--- src/rtl/motor_pwm_sched.sv ---
// rtl/motor_pwm_sched.sv - 4-axis PWM generator with periodic back-EMF sampling windows
module motor_pwm_sched #(
  parameter int DUTY_W     = 8,
  parameter int PRESCALE_W = 8,
  parameter int ACK_TMO    = 255
) (
  input  logic        Clk,
  input  logic        Reset,
  input  logic [2:0]  Addr,
  input  logic [15:0] DataWr,
  output logic [15:0] DataRd,
  input  logic        En,
  input  logic        Rd,
  input  logic        Wr,
  output logic [3:0]  PwmOut,
  output logic [7:0]  PwmCont,
  output logic [3:0]  Active,
  output logic        SampleReq,
  input  logic        SampleAck
);

  localparam logic [DUTY_W-1:0] CNT_LAST = DUTY_W'((2 ** DUTY_W) - 2);
  localparam int                TMO_W    = $clog2(ACK_TMO + 1);
  localparam logic [TMO_W-1:0]  TMO_LAST = TMO_W'(ACK_TMO - 1);

  typedef enum logic [1:0] {RUN, SETTLE, SAMPLE, RECOVER} stateT;

  stateT                 state, nextState;
  logic [DUTY_W-1:0]     dutyShadow [4];
  logic [DUTY_W-1:0]     actDuty [4];
  logic [DUTY_W-1:0]     pwmCnt;
  logic [PRESCALE_W-1:0] prescale, preCnt;
  logic [7:0]            interval, settle, periodCnt, tickCnt;
  logic [TMO_W-1:0]      tmoCnt;
  logic                  ackTimeout;
  logic                  wrEn, tick, periodEnd;
  logic                  enterSettle, startSample, timedOut, endWindow;
  logic                  unusedRd;

  assign unusedRd  = Rd;
  assign wrEn      = Wr & En;
  assign tick      = (preCnt == prescale);
  assign periodEnd = tick && (pwmCnt == CNT_LAST);

  always_ff @(posedge Clk) begin
    if (Reset) state <= RUN;
    else       state <= nextState;
  end

  always_comb begin
    nextState   = state;
    enterSettle = 1'b0;
    startSample = 1'b0;
    timedOut    = 1'b0;
    endWindow   = 1'b0;
    case (state)
      RUN: if (periodEnd && interval != 8'd0 && periodCnt == interval - 8'd1) begin
        nextState   = SETTLE;
        enterSettle = 1'b1;
      end
      SETTLE: if (tick && tickCnt == settle) begin
        nextState   = SAMPLE;
        startSample = 1'b1;
      end
      // an ack arriving on the last allowed cycle still counts as a good sample
      SAMPLE: if (SampleAck) begin
        nextState = RECOVER;
      end else if (tmoCnt == TMO_LAST) begin
        nextState = RECOVER;
        timedOut  = 1'b1;
      end
      RECOVER: if (periodEnd) begin
        nextState = RUN;
        endWindow = 1'b1;
      end
      default: nextState = RUN;
    endcase
  end

  always_ff @(posedge Clk) begin
    if (Reset) begin
      for (int i = 0; i < 4; i++) begin
        dutyShadow[i] <= '0;
        actDuty[i]    <= '0;
      end
      pwmCnt     <= '0;
      prescale   <= '0;
      preCnt     <= '0;
      interval   <= '0;
      settle     <= '0;
      periodCnt  <= '0;
      tickCnt    <= '0;
      tmoCnt     <= '0;
      ackTimeout <= 1'b0;
      PwmOut     <= '0;
      PwmCont    <= '0;
      Active     <= 4'hF;
      SampleReq  <= 1'b0;
    end else begin
      if (wrEn) begin
        case (Addr)
          3'd0, 3'd1, 3'd2, 3'd3: dutyShadow[Addr[1:0]] <= DataWr[DUTY_W-1:0];
          3'd4: PwmCont <= DataWr[7:0];
          3'd5: prescale <= DataWr[PRESCALE_W-1:0];
          3'd6: begin
            interval <= DataWr[7:0];
            settle   <= DataWr[15:8];
          end
          default: ;
        endcase
      end

      if ((wrEn && Addr == 3'd5) || tick) preCnt <= '0;
      else                                preCnt <= preCnt + 1'b1;

      if (tick) pwmCnt <= periodEnd ? '0 : pwmCnt + 1'b1;

      // shadow values written this cycle are not yet visible here, so they wait a period
      for (int i = 0; i < 4; i++) begin
        if (periodEnd) actDuty[i] <= dutyShadow[i];
        PwmOut[i] <= (actDuty[i] > pwmCnt);
      end

      if (endWindow || enterSettle || (state == RUN && interval == 8'd0)) periodCnt <= '0;
      else if (state == RUN && periodEnd)                                 periodCnt <= periodCnt + 1'b1;

      if (enterSettle)                  tickCnt <= '0;
      else if (state == SETTLE && tick) tickCnt <= tickCnt + 1'b1;

      if (startSample)          tmoCnt <= '0;
      else if (state == SAMPLE) tmoCnt <= tmoCnt + 1'b1;

      if (enterSettle)    Active <= 4'h0;
      else if (endWindow) Active <= 4'hF;

      SampleReq <= startSample;

      if (timedOut)                    ackTimeout <= 1'b1;
      else if (wrEn && Addr == 3'd7)   ackTimeout <= 1'b0;
    end
  end

  always_comb begin
    DataRd = '0;
    case (Addr)
      3'd0, 3'd1, 3'd2, 3'd3: DataRd[DUTY_W-1:0] = dutyShadow[Addr[1:0]];
      3'd4: DataRd[7:0] = PwmCont;
      3'd5: DataRd[PRESCALE_W-1:0] = prescale;
      3'd6: DataRd = {settle, interval};
      3'd7: DataRd[5:0] = {ackTimeout, (state != RUN), Active};
      default: ;
    endcase
  end

endmodule

--- config.mk ---
export PLATFORM = sky130hd
export DESIGN_NAME = motor_pwm_sched
export DESIGN_NICKNAME = d
export VERILOG_FILES = /design/src/rtl/motor_pwm_sched.sv
export SDC_FILE = /design/constraint.sdc
export NUM_CORES = 1
export LEC_CHECK = 0
export BUFFER_PORTS_ARGS = -buffer_cell sky130_fd_sc_hd__clkbuf_2
export CAP_MARGIN = 20
export CORE_MARGIN = 2
export CORE_UTILIZATION = 40
export CTS_BUF_LIST = sky130_fd_sc_hd__clkbuf_2 sky130_fd_sc_hd__clkbuf_4 sky130_fd_sc_hd__clkbuf_8
export CTS_CLUSTER_DIAMETER = 100
export DETAILED_ROUTE_END_ITERATION = 7
export GPL_ROUTABILITY_DRIVEN = 0
export SYNTH_ARGS = -nofsm -noshare
export SYNTH_HDL_FRONTEND = slang
export SYNTH_SLANG_ARGS = --single-unit
export TNS_END_PERCENT = 50
--- constraint.sdc ---
create_clock -name Clk -period 2.32 [get_ports Clk]
set_input_delay 0.116 -clock Clk [delete_from_list [all_inputs] [get_ports Clk]]
set_output_delay 0.116 -clock Clk [all_outputs]
set_load 0.01 [all_outputs]
**Word level (Yosys, flattened, before mapping)**

Memory sizes are Yosys's and may differ from the RTL's.
Index checks and enable logic that the tools add are counted.

- Input port bits: 25
- Memories kept: 2
- Output and inout port bits: 33
- Memory bits (writable): 64
- Register bits: 84
- Logic and storage cells: 117

Memory list:

| name | depth | width | read ports | clocked after memory_dff | wr ports | RTL line | source |
|---|---|---|---|---|---|---|---|
| actDuty | 4 | 8 | 4 | 0 | 4 | 30 | `logic [DUTY_W-1:0] actDuty [4];` |
| dutyShadow | 4 | 8 | 5 | 0 | 4 | 29 | `logic [DUTY_W-1:0] dutyShadow [4];` |

- Bitwise operators: 5
- Muxes and demuxes: 38
- Add/sub/neg operators: 6
- Equal/unequal tests: 19
- Magnitude comparators: 4
- Reduce and logical (&&, ||, !) cells: 29

Operators by type and width:

| kind | count |
|---|---|
| two-way mux 8 bit | 7 |
| adder 8 x 1 -> 8 bit, second input constant | 5 |
| greater-than comparator 8 bit | 4 |
| case mux 6 bit (5 select lines) | 1 |
| equality test 8 bit | 3 |
| two-way mux 1 bit | 20 |
| equality test 8 bit, second input constant | 2 |
| case mux 2 bit (4 select lines) | 2 |
| equality test 3 bit, second input constant | 4 |
| two-way mux 2 bit | 6 |
| logical AND 1 bit | 9 |
| logical NOT 8 bit | 1 |
| two-way mux 4 bit | 2 |
| nonzero test 8 bit | 1 |
| OR reduction 2 bit | 4 |
| OR reduction 8 bit | 1 |
| subtractor 8 x 1 -> 8 bit, second input constant | 1 |
| equality test 3 x 2 -> 1 bit, second input constant | 2 |
| != test 2 bit, second input constant | 3 |
| AND reduction 2 bit | 3 |
| nonzero test 2 bit | 3 |
| equality test 2 bit, second input constant | 2 |
| bitwise OR 1 bit | 4 |
| AND reduction 4 bit | 1 |
| other kinds (8) | 10 |

**Logic depth before layout (Yosys ltp)**

- Word-level depth: 9
- Depth in mapped cells: 9
- Mapped depth without buffers: 8

**Worst setup path before layout**

Ideal clock, no wire load.

- Kind: register to register
- Start point: register preCnt[2]
- End point: memory actDuty[0][0] (enable)
- Path slack: -4 ps
- Clock period less this slack: 2,324 ps
- Cell stages (with the launch flop): 5
- Arrival: 1,928 ps
- Data required time: 1,924 ps
- Path buffers: 0
- Setup time: 396 ps
- Cell sequence: dfxtp_1 xor2_1 nor4_4 nand3_4 nand2_1

RTL lines:

| item | RTL line | source |
|---|---|---|
| start, declared | 32 | `logic [PRESCALE_W-1:0] prescale, preCnt;` |
| start signal, assigned | 114 | `else preCnt <= preCnt + 1'b1;` |
| end, declared | 30 |  |

**Final worst setup path**

- Start point: register state[0]
- End point: output port DataRd[4]

- Cells in the longest elaborated chain, start to end: 2

RTL lines:

| item | RTL line | source |
|---|---|---|
| start, declared | 28 | `stateT state, nextState;` |
| start signal, assigned | 47 | `else state <= nextState;` |
| nonzero test 2 bit | 150 | `3'd7: DataRd[5:0] = {ackTimeout, (state != RUN), Active};` |
| case mux 6 bit (5 select lines) | 145 | `case (Addr)` |
| end, declared | 11 | `output logic [15:0] DataRd,` |

No other way between the ends.

==> metrics.txt <==
# TYPE chip_impl_metric gauge
chip_impl_info{name="clk_root_buffer_cell",value="clkbuf_8"} 1
chip_impl_metric{name="timing.slew.headroom",unit="%"} 56.9
chip_impl_metric{name="netlist_instances",unit=""} 712
chip_impl_info{name="critPathCaptureType",value="output port"} 1
chip_impl_metric{name="worst_ep_arrival_time",unit="ps"} 2110
chip_impl_metric{name="cts_max_level",unit=""} 4
chip_impl_info{name="rsz_0062_raised_after_global_routing",value="no"} 1
chip_impl_metric{name="report.final.setup_viol",unit=""} 0
chip_impl_metric{name="placeable_area",unit="um2"} 18500
chip_impl_metric{name="first_pass_grt_wire_length",unit="um"} 29200
chip_impl_metric{name="worst_ir_drop_vdd",unit="mV"} 0.386
chip_impl_metric{name="dieHeight",unit="um"} 141
chip_impl_metric{name="final.period_utilization",unit="%"} 95.8
chip_impl_metric{name="hold_violations",unit=""} 0
chip_impl_metric{name="power.density_cell_area",unit="nW/um2"} 665
chip_impl_metric{name="clk_pin_slew",unit="ps"} 80
chip_impl_metric{name="place.port_buffers",unit=""} 56
chip_impl_metric{name="placementRows",unit=""} 50
chip_impl_metric{name="ys_async_sr_fraction",unit="%"} 0
chip_impl_metric{name="worst_ep_required_time",unit="ps"} 2200
chip_impl_info{name="synth_top_cell_by_area",value="edfxtp_1"} 1
chip_impl_metric{name="timing.critical_path.fanout_max",unit=""} 7
chip_impl_metric{name="count_of_flip_flops_with_a_built_in_enable_after_synthesis",unit=""} 64
chip_impl_info{name="cts_tree",value="done"} 1
chip_impl_metric{name="vias",unit=""} 5448
chip_impl_metric{name="clock_skew",unit="ps"} 21.0
chip_impl_metric{name="final_layout_size_suffix_gt1_share",unit="%"} 19.6
chip_impl_metric{name="timing.final.crit_period",unit="ps"} 2220
chip_impl_info{name="endpoint",value="DataRd[4]"} 1
chip_impl_metric{name="count_of_antenna_violating_nets_left_after_detailed_routing",unit=""} 0
chip_impl_metric{name="grt_util_all_layers",unit="%"} 19.0
chip_impl_info{name="synth_area_leaders",value="edfxtp_1 (26%), dfxtp_1 (22%), ha_1 (7.4%)"} 1
chip_impl_metric{name="initial_utilization",unit="%"} 40.4
chip_impl_metric{name="grt_max_degree",unit=""} 42
chip_impl_info{name="criticalPathCategory",value="reg -> out"} 1
chip_impl_metric{name="area_growth",unit="%"} 17.8
chip_impl_metric{name="grt_antenna_before_repair",unit=""} 0
chip_impl_info{name="hold_path.class",value="in -> reg"} 1
chip_impl_metric{name="synth-seq-area-share",unit="%"} 47.4
chip_impl_metric{name="pin_count",unit=""} 58
chip_impl_info{name="worstSetupStartpoint",value="state[0]"} 1
chip_impl_metric{name="antenna_cell_count",unit=""} 0
chip_impl_metric{name="tightest_pin_transition",unit="ps"} 645
chip_impl_metric{name="leakage",unit="uW"} 0.00357
chip_impl_info{name="worst_setup_path_start_kind",value="flip-flop"} 1
chip_impl_metric{name="synth.lib_cells_used.distinct",unit=""} 62
chip_impl_metric{name="netlist_area",unit="um2"} 7480
chip_impl_metric{name="firstDrtPassIters",unit=""} 5
chip_impl_metric{name="tritoncts.num_buffers",unit=""} 17
chip_impl_metric{name="wl_per_cell",unit="um"} 16.9
chip_impl_metric{name="synth.ff_latch_count",unit=""} 145
chip_impl_metric{name="reg_to_reg_setup_timing_slack",unit="ps"} 170
chip_impl_metric{name="drc",unit=""} 0
chip_impl_metric{name="viasPerCell",unit=""} 5.16
chip_impl_metric{name="clk_path_buf_depth",unit=""} 2
chip_impl_metric{name="drt-total-wl",unit="um"} 17800
chip_impl_info{name="rr_startpoint",value="prescale[7]"} 1
chip_impl_metric{name="globalRoute.totalOverflow",unit=""} 0
chip_impl_info{name="timing.rr.end",value="state[1]"} 1
chip_impl_info{name="result_of_the_run",value="complete, no violations"} 1
chip_impl_metric{name="clkLatencyLatePin",unit="ps"} 450
chip_impl_metric{name="chipWidth",unit="um"} 141
chip_impl_metric{name="post_cts.repair.setup_buffers",unit=""} 0
chip_impl_metric{name="maxCapViolCount",unit=""} 0
chip_impl_metric{name="postSynthNetCount",unit=""} 781
chip_impl_metric{name="dp.final_hpwl",unit="um"} 13400
chip_impl_metric{name="cts.sink_count",unit=""} 145
chip_impl_metric{name="setup_tns",unit="ps"} 0
chip_impl_info{name="worstHoldStart",value="DataWr[1]"} 1
chip_impl_metric{name="syn_avg_cell_area",unit="um2"} 10.5
chip_impl_metric{name="grt_pass1_vias",unit=""} 5633
chip_impl_metric{name="design.final.nets",unit=""} 878
chip_impl_metric{name="fill_cells",unit=""} 1710
chip_impl_metric{name="instances_no_fill",unit=""} 1056
chip_impl_metric{name="fmax",unit="MHz"} 450
chip_impl_metric{name="ys.warnings.count",unit=""} 0
chip_impl_info{name="yosys_most_used_dff",value="dfxtp_1"} 1
chip_impl_metric{name="worst_r2r_path_depth",unit=""} 7
chip_impl_metric{name="drt_first_iter_violations",unit=""} 351
chip_impl_metric{name="timing.final.max_slew_violations",unit=""} 0
chip_impl_metric{name="overall_die_area",unit="um2"} 19800
chip_impl_metric{name="placed_cells_incl_taps",unit=""} 1010
chip_impl_metric{name="synth_top_area_share",unit="%"} 25.7
## critical path, cell delays in order, from the launching register on
cell and delay (ps):
dfxtp_1 360, inv_2 100, ha_4 180, inv_1 110, mux4_2 470, mux2_2 290
clkbuf_2 140
## flip-flops by register name, indices dropped and copies added (netlist names)
| register | count |
|---|---|
| actDuty | 32 |
| dutyShadow | 32 |
| PwmCont | 8 |
| interval | 8 |
| periodCnt | 8 |
| preCnt | 8 |
| prescale | 8 |
| pwmCnt | 8 |
| settle | 8 |
| tickCnt | 8 |
| tmoCnt | 8 |
| PwmOut | 4 |
| state | 2 |
| Active | 1 |
| SampleReq | 1 |
| ackTimeout | 1 |
## layout by cell type, fill, tap and decap left out, types with 8 or more instances in the layout
cell	Yosys	routed
and2_1	75	75
nand3_1	21	21
nand2_1	48	47
mux2i_1	22	22
a21oi_1	32	32
buf_4	3	34
nor2_1	63	63
clkbuf_2	0	56
mux4_2	12	12
xor2_1	38	38
xnor2_1	20	20
dlygate4sd3_1	0	14
dfxtp_1	81	81
inv_1	23	21
nor3_1	19	19
clkbuf_8	0	18
nand4_1	20	20
ha_1	44	42
edfxtp_1	64	64
o21ai_0	17	17
a21o_1	8	8
## where the power goes
group | leakage (uW) | switching, uW | internal, uW
registers | 0.00126 | 76.5 | 2770
logic | 0.00209 | 508 | 377
clock network | 0.000216 | 984 | 1140
## timing repair
| item | in CTS | in global routing |
|---|---|---|
| gates resized for setup | 2 | 4 |
| hold buffers | 14 | 0 |
| cloned | 0 | 0 |
| setup endpoints to repair | 1 | 2 |
| endpoints found under the hold margin | 16 | 0 |
## logic make-up after synthesis
group                    Yosys count  synth area share (%)
AO/OA/AOI/OAI                     83                  7.23
XOR/XNOR                          58                  6.79
adder cells (fa/ha/maj)           44                  7.36
buffers and inverters             51                  2.86
flip-flops                       145                  47.4
multiplexers                      40                  7.46
AND/OR/NAND/NOR                  291                  20.9
## per-stage QoR
stage	instance area [um2]	utilization (%)	hold WS (ps)	total power, uW	worst slack (ps)
after floorplan	7480	-	252	3420	3.25
after global placement	8220	44.4	340	3720	171
after detailed placement	8220	44.4	346	3750	78.4
after CTS	8800	47.5	4.44	5910	12.7
after global routing	8810	47.6	6.37	6140	9.08
final	8810	47.6	40.9	5860	97.6
## cells in the mapped netlist (all sizes together) (2+ instances only)
master and n:
nand4 20, o31ai 2, and3 4, a31oi 2, dfxtp 81, xnor2 20
nor3b 3, a211oi 3, and2 75, nand2b 6, mux4 12, mux2 6
nand2 48, xor2 38, edfxtp 64, a21oi 32, o211a 4, nand3 22
nor4 7, or3 8, or2 3, a21o 9, nor3 19, ha 44
nor2b 6, mux2i 22, o21ai 18, clkbuf 20, and4 2, inv 23
buf 8, nor2 64
## layout make-up
type / instances / area, um2 / share of cell area, %
inverter: 23 / 86.3 / 0.980
clock buffer: 21 / 270 / 3.07
sequential: 145 / 3540 / 40.2
clock inverter: 11 / 155 / 1.76
timing repair buffer: 106 / 716 / 8.12
multi-input combinational: 516 / 3750 / 42.5
tap: 234 / 293 / 3.32
## worst min-delay path by stage
stage	slack (ps)	to	cells past startpoint
after global placement	340	settle[4]	3
after floorplan	250	settle[0]	2
after global routing	6	interval[1]	3
after CTS	4	interval[1]	3
after detailed placement	350	settle[4]	3
final	40	interval[1]	3
## per-layer routing
layer / routed length (um) / up-vias / part of all wire [%] / track usage [%]
li1: - / 2708 / - / -
met1: 7840 / 2631 / 44 / 23.3
met2: 9060 / 97 / 51 / 33.0
met3: 664 / 12 / 3.7 / 4.01
met4: 279 / 0 / 1.6 / 7.00
met5: 0 / - / 0 / 0
(Power assumes the default switching activity.)
